--- src/rtl/drv_sar_adc_multi_if.sv ---
// drv_sar_adc_multi_if: ADC pin bundle (CNV/SCK/SDO) plus the averaged-result bus.
interface drv_sar_adc_multi_if #(
    parameter int NUM_CH    = 8,
    parameter int DATA_BITS = 14
) ();
    logic                        CNV;
    logic                        SCK;
    logic [NUM_CH-1:0]           SDO;
    logic [NUM_CH*DATA_BITS-1:0] data;
    logic                        data_valid;
    modport master (output CNV, SCK, data, data_valid, input SDO);
    modport slave (input CNV, SCK, data, data_valid, output SDO);
endinterface

--- src/rtl/drv_sar_adc_multi.sv ---
// drv_sar_adc_multi: multi-lane LTC232x SAR ADC driver with CNV/SCK generation,
// parallel lane capture and optional 2^N conversion averaging.
module drv_sar_adc_multi #(
    parameter int NUM_CH      = 8,
    parameter int DATA_BITS   = 14,
    parameter int FRAME_BITS  = 16,
    parameter int CNV_CYCLES  = 6,
    parameter int ACQ_CYCLES  = 90,
    parameter int HANG_CYCLES = 200
) (
    input  logic                clk,
    input  logic                rst,
    input  logic                enable,
    input  logic                trig_mode,
    input  logic                trigger,
    input  logic [1:0]          clkdiv,
    input  logic [1:0]          os_log2,
    input  logic                overrun_clr,
    output logic                busy,
    output logic                overrun,
    drv_sar_adc_multi_if.master adc
);
    localparam int ACC_W = DATA_BITS + 3;
    localparam int MAXC  = CNV_CYCLES > ACQ_CYCLES ?
                           (CNV_CYCLES > HANG_CYCLES ? CNV_CYCLES : HANG_CYCLES) :
                           (ACQ_CYCLES > HANG_CYCLES ? ACQ_CYCLES : HANG_CYCLES);
    localparam int CW    = $clog2(MAXC + 1);

    typedef enum logic [2:0] {IDLE, CNV, ACQ, RECV, HANG} state_t;

    state_t                  state;
    logic [CW-1:0]           cnt;
    logic [3:0]              phase, inc, nxt_phase;
    logic [4:0]              bits;
    logic [2:0]              conv;
    logic [1:0]              dv, os;
    logic                    fin, start, strobe, done;
    logic [DATA_BITS-1:0]    sr [NUM_CH];
    logic signed [ACC_W-1:0] acc [NUM_CH];
    logic signed [ACC_W-1:0] sum [NUM_CH];

    always_comb begin
        inc       = 4'd8 >> dv;
        nxt_phase = phase + inc;
        strobe    = nxt_phase == 4'd0;
        done      = conv == (3'd1 << os) - 3'd1;
        start     = enable && (!trig_mode || trigger);
        for (int i = 0; i < NUM_CH; i++)
            sum[i] = acc[i] + {{3{sr[i][DATA_BITS-1]}}, sr[i]};
    end

    always_ff @(posedge clk or posedge rst) begin
        if (rst) begin
            state          <= IDLE;
            cnt            <= '0;
            phase          <= '0;
            bits           <= '0;
            conv           <= '0;
            dv             <= '0;
            os             <= '0;
            fin            <= 1'b0;
            busy           <= 1'b0;
            overrun        <= 1'b0;
            adc.CNV        <= 1'b0;
            adc.SCK        <= 1'b0;
            adc.data       <= '0;
            adc.data_valid <= 1'b0;
            for (int i = 0; i < NUM_CH; i++) begin
                sr[i]  <= '0;
                acc[i] <= '0;
            end
        end else begin
            adc.data_valid <= 1'b0;
            overrun        <= (trig_mode && trigger && busy) || (overrun && !overrun_clr);
            case (state)
                IDLE: if (start) begin
                    state   <= CNV;
                    adc.CNV <= 1'b1;
                    busy    <= 1'b1;
                    cnt     <= '0;
                    dv      <= clkdiv;
                    os      <= os_log2;
                    conv    <= '0;
                    for (int i = 0; i < NUM_CH; i++) acc[i] <= '0;
                end
                CNV: if (cnt == CW'(CNV_CYCLES - 1)) begin
                    state   <= ACQ;
                    adc.CNV <= 1'b0;
                    cnt     <= '0;
                end else cnt <= cnt + CW'(1);
                ACQ: if (cnt == CW'(ACQ_CYCLES - 1)) begin
                    state <= RECV;
                    cnt   <= '0;
                    phase <= '0;
                    bits  <= '0;
                end else cnt <= cnt + CW'(1);
                RECV: if (bits == 5'(FRAME_BITS)) begin
                    state <= HANG;
                    fin   <= done;
                    conv  <= conv + 3'd1;
                    for (int i = 0; i < NUM_CH; i++) begin
                        acc[i] <= sum[i];
                        if (done) adc.data[i*DATA_BITS +: DATA_BITS] <= DATA_BITS'(sum[i] >>> os);
                    end
                    adc.data_valid <= done;
                end else begin
                    phase   <= nxt_phase;
                    adc.SCK <= nxt_phase[3];
                    // only the leading DATA_BITS bits are kept; trailing frame bits are clocked out but ignored
                    if (strobe) begin
                        bits <= bits + 5'd1;
                        if (bits < 5'(DATA_BITS))
                            for (int i = 0; i < NUM_CH; i++) sr[i] <= {sr[i][DATA_BITS-2:0], adc.SDO[i]};
                    end
                end
                HANG: if (cnt == CW'(HANG_CYCLES - 1)) begin
                    cnt     <= '0;
                    state   <= fin ? IDLE : CNV;
                    adc.CNV <= !fin;
                    busy    <= !fin;
                end else cnt <= cnt + CW'(1);
                default: state <= IDLE;
            endcase
        end
    end
endmodule

--- src/flat_wrapper.sv ---
// flat-port wrapper written by rule: the top's interface ports become plain ports
module drv_sar_adc_multi_flat 
#(
    parameter int NUM_CH      = 8,
    parameter int DATA_BITS   = 14,
    parameter int FRAME_BITS  = 16,
    parameter int CNV_CYCLES  = 6,
    parameter int ACQ_CYCLES  = 90,
    parameter int HANG_CYCLES = 200
)
  (clk, rst, enable, trig_mode, trigger, clkdiv, os_log2, overrun_clr, busy, overrun, adc_CNV, adc_SCK, adc_data, adc_data_valid, adc_SDO);
  drv_sar_adc_multi_if #(.NUM_CH(NUM_CH), .DATA_BITS(DATA_BITS)) adc_i ();
  input  logic clk;
  input  logic rst;
  input  logic enable;
  input  logic trig_mode;
  input  logic trigger;
  input  logic [1:0] clkdiv;
  input  logic [1:0] os_log2;
  input  logic overrun_clr;
  output logic busy;
  output logic overrun;
  output wire logic [$bits(adc_i.CNV)-1:0] adc_CNV;
  output wire logic [$bits(adc_i.SCK)-1:0] adc_SCK;
  output wire logic [$bits(adc_i.data)-1:0] adc_data;
  output wire logic [$bits(adc_i.data_valid)-1:0] adc_data_valid;
  input wire logic [$bits(adc_i.SDO)-1:0] adc_SDO;
  assign adc_CNV = adc_i.CNV;
  assign adc_SCK = adc_i.SCK;
  assign adc_data = adc_i.data;
  assign adc_data_valid = adc_i.data_valid;
  assign adc_i.SDO = adc_SDO;
  drv_sar_adc_multi #(.NUM_CH(NUM_CH), .DATA_BITS(DATA_BITS), .FRAME_BITS(FRAME_BITS), .CNV_CYCLES(CNV_CYCLES), .ACQ_CYCLES(ACQ_CYCLES), .HANG_CYCLES(HANG_CYCLES)) u_core (.clk(clk), .rst(rst), .enable(enable), .trig_mode(trig_mode), .trigger(trigger), .clkdiv(clkdiv), .os_log2(os_log2), .overrun_clr(overrun_clr), .busy(busy), .overrun(overrun), .adc(adc_i));
endmodule
--- config.mk ---
export PLATFORM = sky130hd
export DESIGN_NAME = drv_sar_adc_multi_flat
export DESIGN_NICKNAME = d
export VERILOG_FILES = /design/src/rtl/drv_sar_adc_multi_if.sv /design/src/rtl/drv_sar_adc_multi.sv /design/src/flat_wrapper.sv
export SDC_FILE = /design/constraint.sdc
export NUM_CORES = 1
export LEC_CHECK = 0
export BUFFER_PORTS_ARGS = -buffer_cell sky130_fd_sc_hd__buf_4
export CAP_MARGIN = 0
export CORE_ASPECT_RATIO = 1.2
export CORE_MARGIN = 3
export CORE_UTILIZATION = 55
export CTS_CLUSTER_DIAMETER = 50
export DETAILED_ROUTE_END_ITERATION = 16
export PLACE_DENSITY_LB_ADDON = 0.15
export SLEW_MARGIN = 0
export SYNTH_ARGS = -nofsm -noshare
export SYNTH_HDL_FRONTEND = slang
export SYNTH_SLANG_ARGS = --single-unit
export TNS_END_PERCENT = 20
--- constraint.sdc ---
create_clock -name clk -period 19.1 [get_ports clk]
set_input_delay 3.82 -clock clk [delete_from_list [all_inputs] [get_ports clk]]
set_output_delay 3.82 -clock clk [all_outputs]
set_load 0.03 [all_outputs]
==> results of run 1 <==
-- cells in the mapped netlist (5+ instances only) --
cell,count
dfrtp_1,393
nand2_1,253
o21ai_0,210
nor2_1,167
a21oi_1,148
ha_1,136
mux2_2,134
a22o_1,109
clkbuf_1,93
xnor2_1,84
inv_1,71
mux2i_1,64
nand3_1,43
a21o_1,39
nor3_1,33
xor2_1,33
a211oi_1,29
o21a_1,29
nor2b_1,25
o22ai_1,22
a31oi_1,19
buf_1,19
o21bai_1,17
o31ai_1,17
and2_1,14
nand2b_1,14
o2111ai_1,14
o211ai_1,13
and3_1,12
buf_2,10
mux4_2,10
or3_1,10
fa_1,9
a211o_1,7
nand3b_1,6
o41a_1,6
or2_2,6
nand4_1,5
or4_1,5
-- worst max-delay path: cells and delay by family --
| family | cells | cell delay [ns] |
|---|---|---|
| AO/OA/AOI/OAI | 3 | 0.62 |
| AND/OR/NAND/NOR | 2 | 0.74 |
| buffers and inverters | 3 | 1.01 |
| multiplexers | 1 | 0.25 |
-- power groups by stage --
stage / Clock, mW / Combinational, mW / Sequential, mW
after CTS: 0.936 / 0.489 / 0.966
final: 0.919 / 0.488 / 0.967
after global placement: 0 / 0.474 / 0.978
after detailed placement: 0 / 0.486 / 0.981
after global routing: 0.966 / 0.540 / 0.977
after floorplan: 0 / 0.392 / 0.934
-- routing by layer --
layer | up-vias | wire length [um] | track usage
met5 | - | 0 | 0
met4 | 0 | 1900 | 0.0848
met3 | 117 | 2300 | 0.0358
met2 | 396 | 27700 | 0.437
met1 | 9037 | 25400 | 0.328
li1 | 8889 | - | -
-- worst min path at each step --
stage | end | slack, ns | depth (start not counted)
floorplan | u_core.acc[44] | 0.45 | 2
global placement | u_core.adc.data[24] | 0.46 | 2
detailed placement | u_core.adc.data[10] | 0.47 | 2
CTS | u_core.adc.data[10] | 0.48 | 2
global route | u_core.adc.data[10] | 0.50 | 2
finish | u_core.adc.data[10] | 0.48 | 2
-- metrics by stage --
stage                     instance area [um^2]  total power, mW   util
final                                    26400             2.37  0.630
after global routing                     26400             2.48  0.630
after CTS                                26400             2.39  0.630
after detailed placement                 24900             1.47  0.593
after global placement                   24900             1.45  0.593
after floorplan                          23500             1.33      -
-- area by class of cell --
type	count	area share
Sequential cell	393	0.372
Tap cell	546	0.0258
Inverter	72	0.0105
Timing Repair Buffer	153	0.0434
Clock buffer	55	0.0468
Clock inverter	26	0.0126
Multi-Input combinational cell	1811	0.489
-- kinds of logic (layout without fill, tap and decap cells) --
| family | Yosys count | count (layout) |
|---|---|---|
| buffers and inverters | 194 | 306 |
| xor gates and xnor gates | 119 | 119 |
| muxes | 209 | 209 |
| DFF | 393 | 393 |
| AOI/OAI and AO/OA | 734 | 734 |
| adders and majority gates | 146 | 146 |
| and+or+nand+nor | 603 | 603 |
-- flip-flops by register name, indices dropped and copies added, names as in the netlist --
signal and cells:
u_core.adc.data_valid 1, u_core.state 3, u_core.conv 3, u_core.overrun 1, u_core.adc.SCK 1, u_core.cnt 8
u_core.dv 2, u_core.phase 4, u_core.adc.CNV 1, u_core.os 2, u_core.fin 1, u_core.bits 5
u_core.adc.data 112, u_core.busy 1, u_core.acc 136, u_core.sr 112
==> results.toml, run 1 <==
[run_status]
status = "completed"

[power]
p_switching_mw = 0.761
powerDensity_nw_per_um2 = 89.8
p_seq_frac = 0.407
combinationalPowerShare = 0.206
p_clk_frac = 0.387
p_int_mw = 1.61
irDropWorstVdd_v = 0.0000711
power.leakage_nw = 12.7
p_sw_frac = 0.320

[cts]
htreeDepth = 2
clkTransAtPathRegs_ns = 0.06
clock_path_buffers = 3
cts-root-buf = "clkbuf_16"
cts-resized-gates = 0
clock-sinks = 393
numCtsBuffers = 46
hold_buffers = 0
clkLatencyLatePin_ns = 0.58
cts_tree = "done"
post_cts_buffers = 0

[yosys]
synthArstFlopShare = 1.00
ys_types = 78
yosysWarnings = 0
synthesis.nets = 2561
avgSynthCellArea_um2 = 9.78
synth-edff-count = 0
yosysTopAreaCell = "dfrtp_1"
synth_top_family_by_area = "compound AO/OA/AOI/OAI gates"
synth_top_area_frac = 0.419
ys_seq_elements = 393
yosys.area_share.simple = 0.114
yosysSeqAreaShare = 0.419
synthMuxAreaShare = 0.102
synth_area_um2 = 23500
synth_compound_area_frac = 0.207
ys_top_cells_by_area = "dfrtp_1 (42%), ha_1 (7.3%), mux2_2 (6.4%)"
syn_inst = 2398
synthAdderAreaFrac = 0.0807
ys.flop_type = "dfrtp_1"
synth_xor_area_frac = 0.0457

[placed_design]
dpl.cell_count = 2975
globalplace.congestion = 0.904
post-place-ws_ns = 12.52
portBuffers = 134
hpwl_um = 38300

[setup_path]
r2r_slack_ns = 14.93
cp-startpoint = "trig_mode"
crit_path_max_incr_delay_ns = 0.90
arrival_ns = 6.47
crit_type = "in2reg"
worstPathRequired_ns = 19.59
endpoint = "u_core.acc[16]"
path_max_fanout = 86
cp-end-kind = "flip-flop"
timing.rr.start = "u_core.dv[1]"
worstPathCellList = "buf_4 > inv_1 > o21ai_0 > nor2b_1 > mux2_2 > or3_4 > buf_4 > o21ai_0 > o31ai_1"
slowest_stage = "buf_4"
r2r_end = "u_core.sr[44]"
setup.worst_path.start_class = "primary input"
rr_worst_depth = 9

[detailed_routing]
antenna_left = 0
first_pass_iters = 6
totalWireLength_um = 57400
post_drt_wl_per_cell_um = 18.8
viasPerCell = 6.03
drc = 0
drt_iter0_drc = 1032
num_vias = 18400

[global_routing]
grt_max_degree = 114
gr-total-overflow = 0
antenna_found_initial = 0
grt_pass1_vias = 18700
grt_pass1_wl_um = 94900
grt_use_total = 0.253

[timing]
skew_ns = 0.0146
holdWs_ns = 0.475
fin_crit_ns = 5.99
finalSetupViolCount = 0
final_hold_viol_count = 0
fin_crit_sh = 0.314
slew_viol_final = 0
fin_setup_tns_ns = 0
max_slew_margin = 0.236
rsz0062_at_grt = "no"
worst_slew_pin_slew_ns = 1.15
setup_ws_ns = 13.11
fmax_mhz = 167

[layout]
antenna_cells = 0
n_fill_cell = 3469
layout_common_cells = "dfrtp_1 (391), nand2_1 (253), o21ai_0 (210), nor2_1 (167), buf_4 (153)"
drive_gt1_frac = 0.163
multiInputGateArea_um2 = 12900
seqCellArea_um2 = 9840
finalNonFillerCells = 3056
fin_nets = 2640
area_growth_pct = 12.7
layout_commonest_cell = "dfrtp_1"

[floorplan]
start_util = 0.559
die_h_um = 232
dieArea_um2 = 45200
ioPinCount = 135
rows = 82
core_um2 = 42000
die_w_um = 195

[job]
drv_cap = 0

[worst_hold_path]
min_path_type = "reg2reg"
worstHoldStart = "u_core.adc.data[10]"
Power figures use the tool's default switching activity.
==> run 2, diff against run 1 <==
ABC_AREA = 1   (was not set)
clock period = 5.54 ns   (was 19.1 ns; I/O delays follow)
==> results.toml, run 2 <==
[layout]
top_regs = "u_core.acc (136), u_core.adc.data (112), u_core.sr (112)"
layout_common_cells = "nand2_1 (1235), inv_1 (531), nand3_1 (455), dfrtp_1 (391), nor2_1 (159)"
regMostFlops = "u_core.acc"
fin_nets = 3904
n_fill_cell = 4357
largest_reg_flops = 136
layout_commonest_cell = "nand2_1"
antenna_cells = 0
area_growth_pct = 11.3
drive_gt1_frac = 0.0995

[cts]
clock_path_buffers = 3
numCtsBuffers = 46
post_cts_buffers = 0
clkTransAtPathRegs_ns = 0.06
htreeDepth = 2
cts-root-buf = "clkbuf_16"
cts_tree = "done"
cts-resized-gates = 0
clock-sinks = 393
clkLatencyLatePin_ns = 0.59
hold_buffers = 0

[setup_path]
crit_type = "reg2reg"
worstPathRequired_ns = 6.04
worstPathCellList = "nand2_2 > inv_2 > nand2_1 > nand2_1 > inv_2 > nand4_4 > buf_4 > nor2_1 > a21oi_1"
r2r_end = "u_core.adc.data[96]"
setup.worst_path.start_class = "flip-flop"
arrival_ns = 4.09
slowest_stage = "dfrtp_4"
timing.rr.start = "u_core.os[0]"
cp-end-kind = "flip-flop"
r2r_slack_ns = 1.95
path_max_fanout = 68
crit_path_max_incr_delay_ns = 1.02
rr_worst_depth = 9

[placed_design]
post-place-ws_ns = 1.95
globalplace.congestion = 0.941
hpwl_um = 49300
portBuffers = 134

[yosys]
synth_top_area_frac = 0.377
yosysTopAreaCell = "dfrtp_1"
syn_inst = 3657
synthesis.nets = 3820
ys_types = 43
ys.flop_type = "dfrtp_1"
synth_commonest_cells = "nand2_1 (1235), inv_1 (532), nand3_1 (455)"
synth_area_um2 = 26100
synth.most_common_cell = "nand2_1"
synth-edff-count = 0
ys_top_cells_by_area = "dfrtp_1 (38%), nand2_1 (18%), nand3_1 (8.7%)"
avgSynthCellArea_um2 = 7.13
yosysSeqAreaShare = 0.377
yosysWarnings = 0
synthArstFlopShare = 1.00
ys_seq_elements = 393

[run_status]
status = "completed"

[timing]
fin_crit_sh = 0.649
final_hold_viol_count = 0
rsz0062_at_grt = "no"
setup_ws_ns = 1.95
fin_crit_ns = 3.59
fin_setup_tns_ns = 0
max_slew_margin = 0.209
slew_viol_final = 0
finalSetupViolCount = 0
fmax_mhz = 278
worst_slew_pin_slew_ns = 1.19
skew_ns = 0.0232

[detailed_routing]
num_vias = 23600
viasPerCell = 5.38
first_pass_iters = 8
antenna_left = 0
drt_iter0_drc = 1628
drc = 0
post_drt_wl_per_cell_um = 16.1
totalWireLength_um = 70800

[worst_hold_path]
hold_depth = 2
min_path_type = "reg2reg"
worstHoldStart = "u_core.adc.data[6]"
whs_endpoint = "u_core.adc.data[6]"

[floorplan]
start_util = 0.562
core_um2 = 46400
ioPinCount = 135
die_h_um = 244
rows = 86
dieArea_um2 = 50100
die_w_um = 205

[power]
power.leakage_nw = 16.3
irDropWorstVdd_v = 0.000391
power.total_mw = 12.7
powerDensity_nw_per_um2 = 438

[global_routing]
gr-total-overflow = 0
grt_use_total = 0.286
antenna_found_initial = 1
grt_pass1_wl_um = 117000
grt_pass1_vias = 23100
grt_max_degree = 151

[job]
drv_cap = 0
==> run 2: changes by cell type in the layout (fill, tap and decap cells not counted), moves of 64 or more <==
cell / change
a21oi_1: -69
a22o_1: -81
inv_1: +463
mux2_2: -134
mux2i_1: -64
nand2_1: +982
nand3_1: +412
o21ai_0: -136
o21ai_1: +73
==> run 2: stage by stage <==
| step | std cells | area, um^2 | hold WS (ns) | utilization |
|---|---|---|---|---|
| after floorplan | 3657 | 26100 | 0.448 | - |
| after global placement | 4309 | 27400 | 0.464 | 0.591 |
| after detailed placement | 4309 | 27400 | 0.466 | 0.591 |
| after CTS | 4395 | 29000 | 0.483 | 0.626 |
| after global routing | 4395 | 29000 | 0.502 | 0.626 |
| final | 4395 | 29000 | 0.477 | 0.626 |
==> run 2: critical path, delay by kind of cell (launching register included) <==
| kind | cells | cell delay (ns) |
|---|---|---|
| buffers and inverters | 3 | 1.15 |
| DFF | 1 | 1.02 |
| AOI/OAI and AO/OA | 1 | 0.17 |
| and+or+nand+nor | 5 | 1.09 |
==> run 2: how the worst max path moves through the flow <==
stage                      start                  end  slack [ns]  cells past startpoint
CTS                 u_core.os[0]  u_core.adc.data[96]        1.94                      9
global route        u_core.os[0]  u_core.adc.data[96]        1.69                      9
floorplan                    rst        u_core.acc[0]       -0.86                      1
finish              u_core.os[0]  u_core.adc.data[96]        1.95                      9
detailed placement  u_core.os[0]  u_core.adc.data[96]        1.95                      9
global placement    u_core.os[0]           u_core.fin        2.07                      8
==> run 2: where the power goes <==
part	leakage (nW)	switching, mW	internal [mW]	total (mW)
Clock	0.785	1.27	1.90	3.17
Combinational	10.3	3.87	1.74	5.61
Sequential	5.26	0.574	3.36	3.93
Total	16.3	5.71	7.00	12.7
==> run 2: area by class of cell <==
cell class	instances	area (um^2)	area share
tap	616	771	0.0266
clock inverter	21	240	0.00828
inverter	543	2050	0.0705
clock buffer	65	1360	0.0467
multi-input combinational	2600	13600	0.467
sequential	393	9840	0.339
timing repair buffer	157	1220	0.0419
==> run 2: cells by family after synthesis <==
| logic type | after synthesis | share of synthesized area |
|---|---|---|
| AO/OA/AOI/OAI | 408 | 0.103 |
| XOR/XNOR | 64 | 0.0221 |
| adder cells (fa/ha/maj) | 145 | 0.0722 |
| buffers and inverters | 664 | 0.103 |
| flip-flops | 393 | 0.377 |
| AND/OR/NAND/NOR | 1983 | 0.322 |
==> run 2: layer usage <==
layer | GRT usage | vias to the layer above | routed length (um)
met4 | 0.0939 | 2 | 2280
met1 | 0.378 | 10900 | 31000
met5 | 0 | - | 9
met3 | 0.0450 | 146 | 4270
li1 | - | 11900 | -
met2 | 0.482 | 651 | 33300
==> run 3, diff against run 2 <==
ABC_AREA = 0   (was 1)
clock period = 2.9 ns   (was 5.54 ns; I/O delays follow)
==> results.toml, run 3 (synthesized netlist as in run 1, its figures left out) <==
[timing]
worst_slew_pin_slew_ns = 0.703
setup_ws_ns = -0.0236
rsz0062_at_grt = "yes"
slew_viol_final = 0
fmax_mhz = 342
fin_crit_ns = 2.92
fin_crit_sh = 1.01
skew_ns = 0.0228
fin_setup_tns_ns = -0.0236
finalSetupViolCount = 1
max_slew_margin = 0.531
final_hold_viol_count = 0

[detailed_routing]
first_pass_iters = 5
antenna_left = 0
totalWireLength_um = 61300
drt_iter0_drc = 1207
viasPerCell = 6.10
post_drt_wl_per_cell_um = 19.5
drc = 0
num_vias = 19200

[floorplan]
die_h_um = 232
die_w_um = 195
start_util = 0.559
ioPinCount = 135
rows = 82
dieArea_um2 = 45200
core_um2 = 42000

[cts]
cts-root-buf = "clkbuf_16"
numCtsBuffers = 45
htreeDepth = 2
clkTransAtPathRegs_ns = 0.06
clkLatencyLatePin_ns = 0.59
clock_path_buffers = 3
clock-sinks = 393
cts_tree = "done"

[setup_path]
path_max_fanout = 2
rr_worst_depth = 12
slowest_stage = "mux4_2"
cp-startpoint = "u_core.acc[119]"
cp-end-kind = "flip-flop"
worstPathCellList = "ha_2 > inv_2 > fa_2 > nand2b_4 > a21o_1 > a2111o_1 > nand3_2 > a31o_4 > a21oi_4 > xnor2_2 > mux4_2 > mux2_4"
crit_path_max_incr_delay_ns = 0.46
crit_type = "reg2reg"
setup.worst_path.start_class = "flip-flop"
arrival_ns = 3.40
worstPathRequired_ns = 3.37
timing.rr.start = "u_core.acc[119]"

[layout]
antenna_cells = 0
final_area_um2 = 28000
seqCellArea_um2 = 9840
layout_commonest_cell = "dfrtp_1"
area_growth_pct = 19.4
top_regs = "u_core.acc (136), u_core.adc.data (112), u_core.sr (112)"
drive_gt1_frac = 0.232
regMostFlops = "u_core.acc"
multiInputGateArea_um2 = 13500
finalNonFillerCells = 3152
largest_reg_flops = 136
n_fill_cell = 3259
layout_common_cells = "dfrtp_1 (391), nand2_1 (250), buf_4 (227), o21ai_0 (189), nor2_1 (167)"
fin_nets = 2733

[global_routing]
grt_pass1_wl_um = 97700
grt_max_degree = 109
gr-total-overflow = 0
antenna_found_initial = 0
grt_pass1_vias = 19200
grt_use_total = 0.260

[placed_design]
hpwl_um = 40500
globalplace.congestion = 0.905
dpl.cell_count = 3043
placed_area_um2 = 25600
portBuffers = 134
post-place-ws_ns = -0.219

[job]
drv_cap = 0

[power]
powerDensity_nw_per_um2 = 574
power.leakage_nw = 13.4
irDropWorstVdd_v = 0.000594

[run_status]
status = "finished with violations"
failed_checks = "negative setup slack"

[worst_hold_path]
min_path_type = "in2async"
## run 3: changes by cell type in the layout (fill, tap and decap cells not counted), moves of 61 or more
cell / delta
inv_1: -468
mux2_2: +132
nand2_1: -985
a22o_1: +81
a21oi_1: +61
o21ai_0: +115
nand3_1: -419
buf_4: +73
## run 3: cell type report
type	instances	share of cell area
repair buffers	247	0.0751
clock inverters	17	0.00898
flip-flops and latches	393	0.351
inverters	72	0.00978
multi-input cells	1811	0.482
clock buffers	66	0.0485
well taps	546	0.0244
## run 3: stage by stage
stage,utilization,power (mW),hold slack (ns)
final,0.668,16.1,0.0513
after global routing,0.668,16.8,0.0478
after CTS,0.651,16.0,0.0365
after detailed placement,0.609,9.79,0.468
after global placement,0.609,9.71,0.462
after floorplan,-,8.74,0.453
## run 3: path summary, 6_finish.rpt
path                                        to  slack, ns
setup / recovery           u_core.adc.data[12]      -0.02
hold / removal                   u_core.sr[84]       0.05
setup reg to reg           u_core.adc.data[12]      -0.02
hold reg to reg            u_core.adc.data[28]       0.48
max in group asynchronous  u_core.adc.data[67]       1.97
min in group clk                u_core.overrun       0.21
## run 3: report_power, final
| group | switching, mW | leakage [nW] | internal, mW |
|---|---|---|---|
| Combinational | 2.37 | 7.18 | 1.42 |
| Sequential | 0.329 | 5.44 | 5.82 |
| Clock | 2.42 | 0.772 | 3.72 |
## run 3: critical path: cells and delay by family, from the launching register on
kind / cells / cell delay (ns)
compound gates: 4 / 0.77
mux: 2 / 0.72
fa+ha+maj: 2 / 0.53
flops: 1 / 0.36
simple gates: 2 / 0.25
xor+xnor: 1 / 0.14
buf+inv: 1 / 0.04
## run 3: metal layers
metal	GRT usage	part of all wire
met1	0.327	0.42
met2	0.456	0.50
met3	0.0463	0.053
met4	0.0864	0.028
met5	0	0
## run 3: what timing repair did
item                       CTS  global route
pin swaps                   17            65
cloned                       0             2
resized for setup           27           120
setup endpoints to repair   20           171
hold buffers                 0             0
setup buffers                4            22
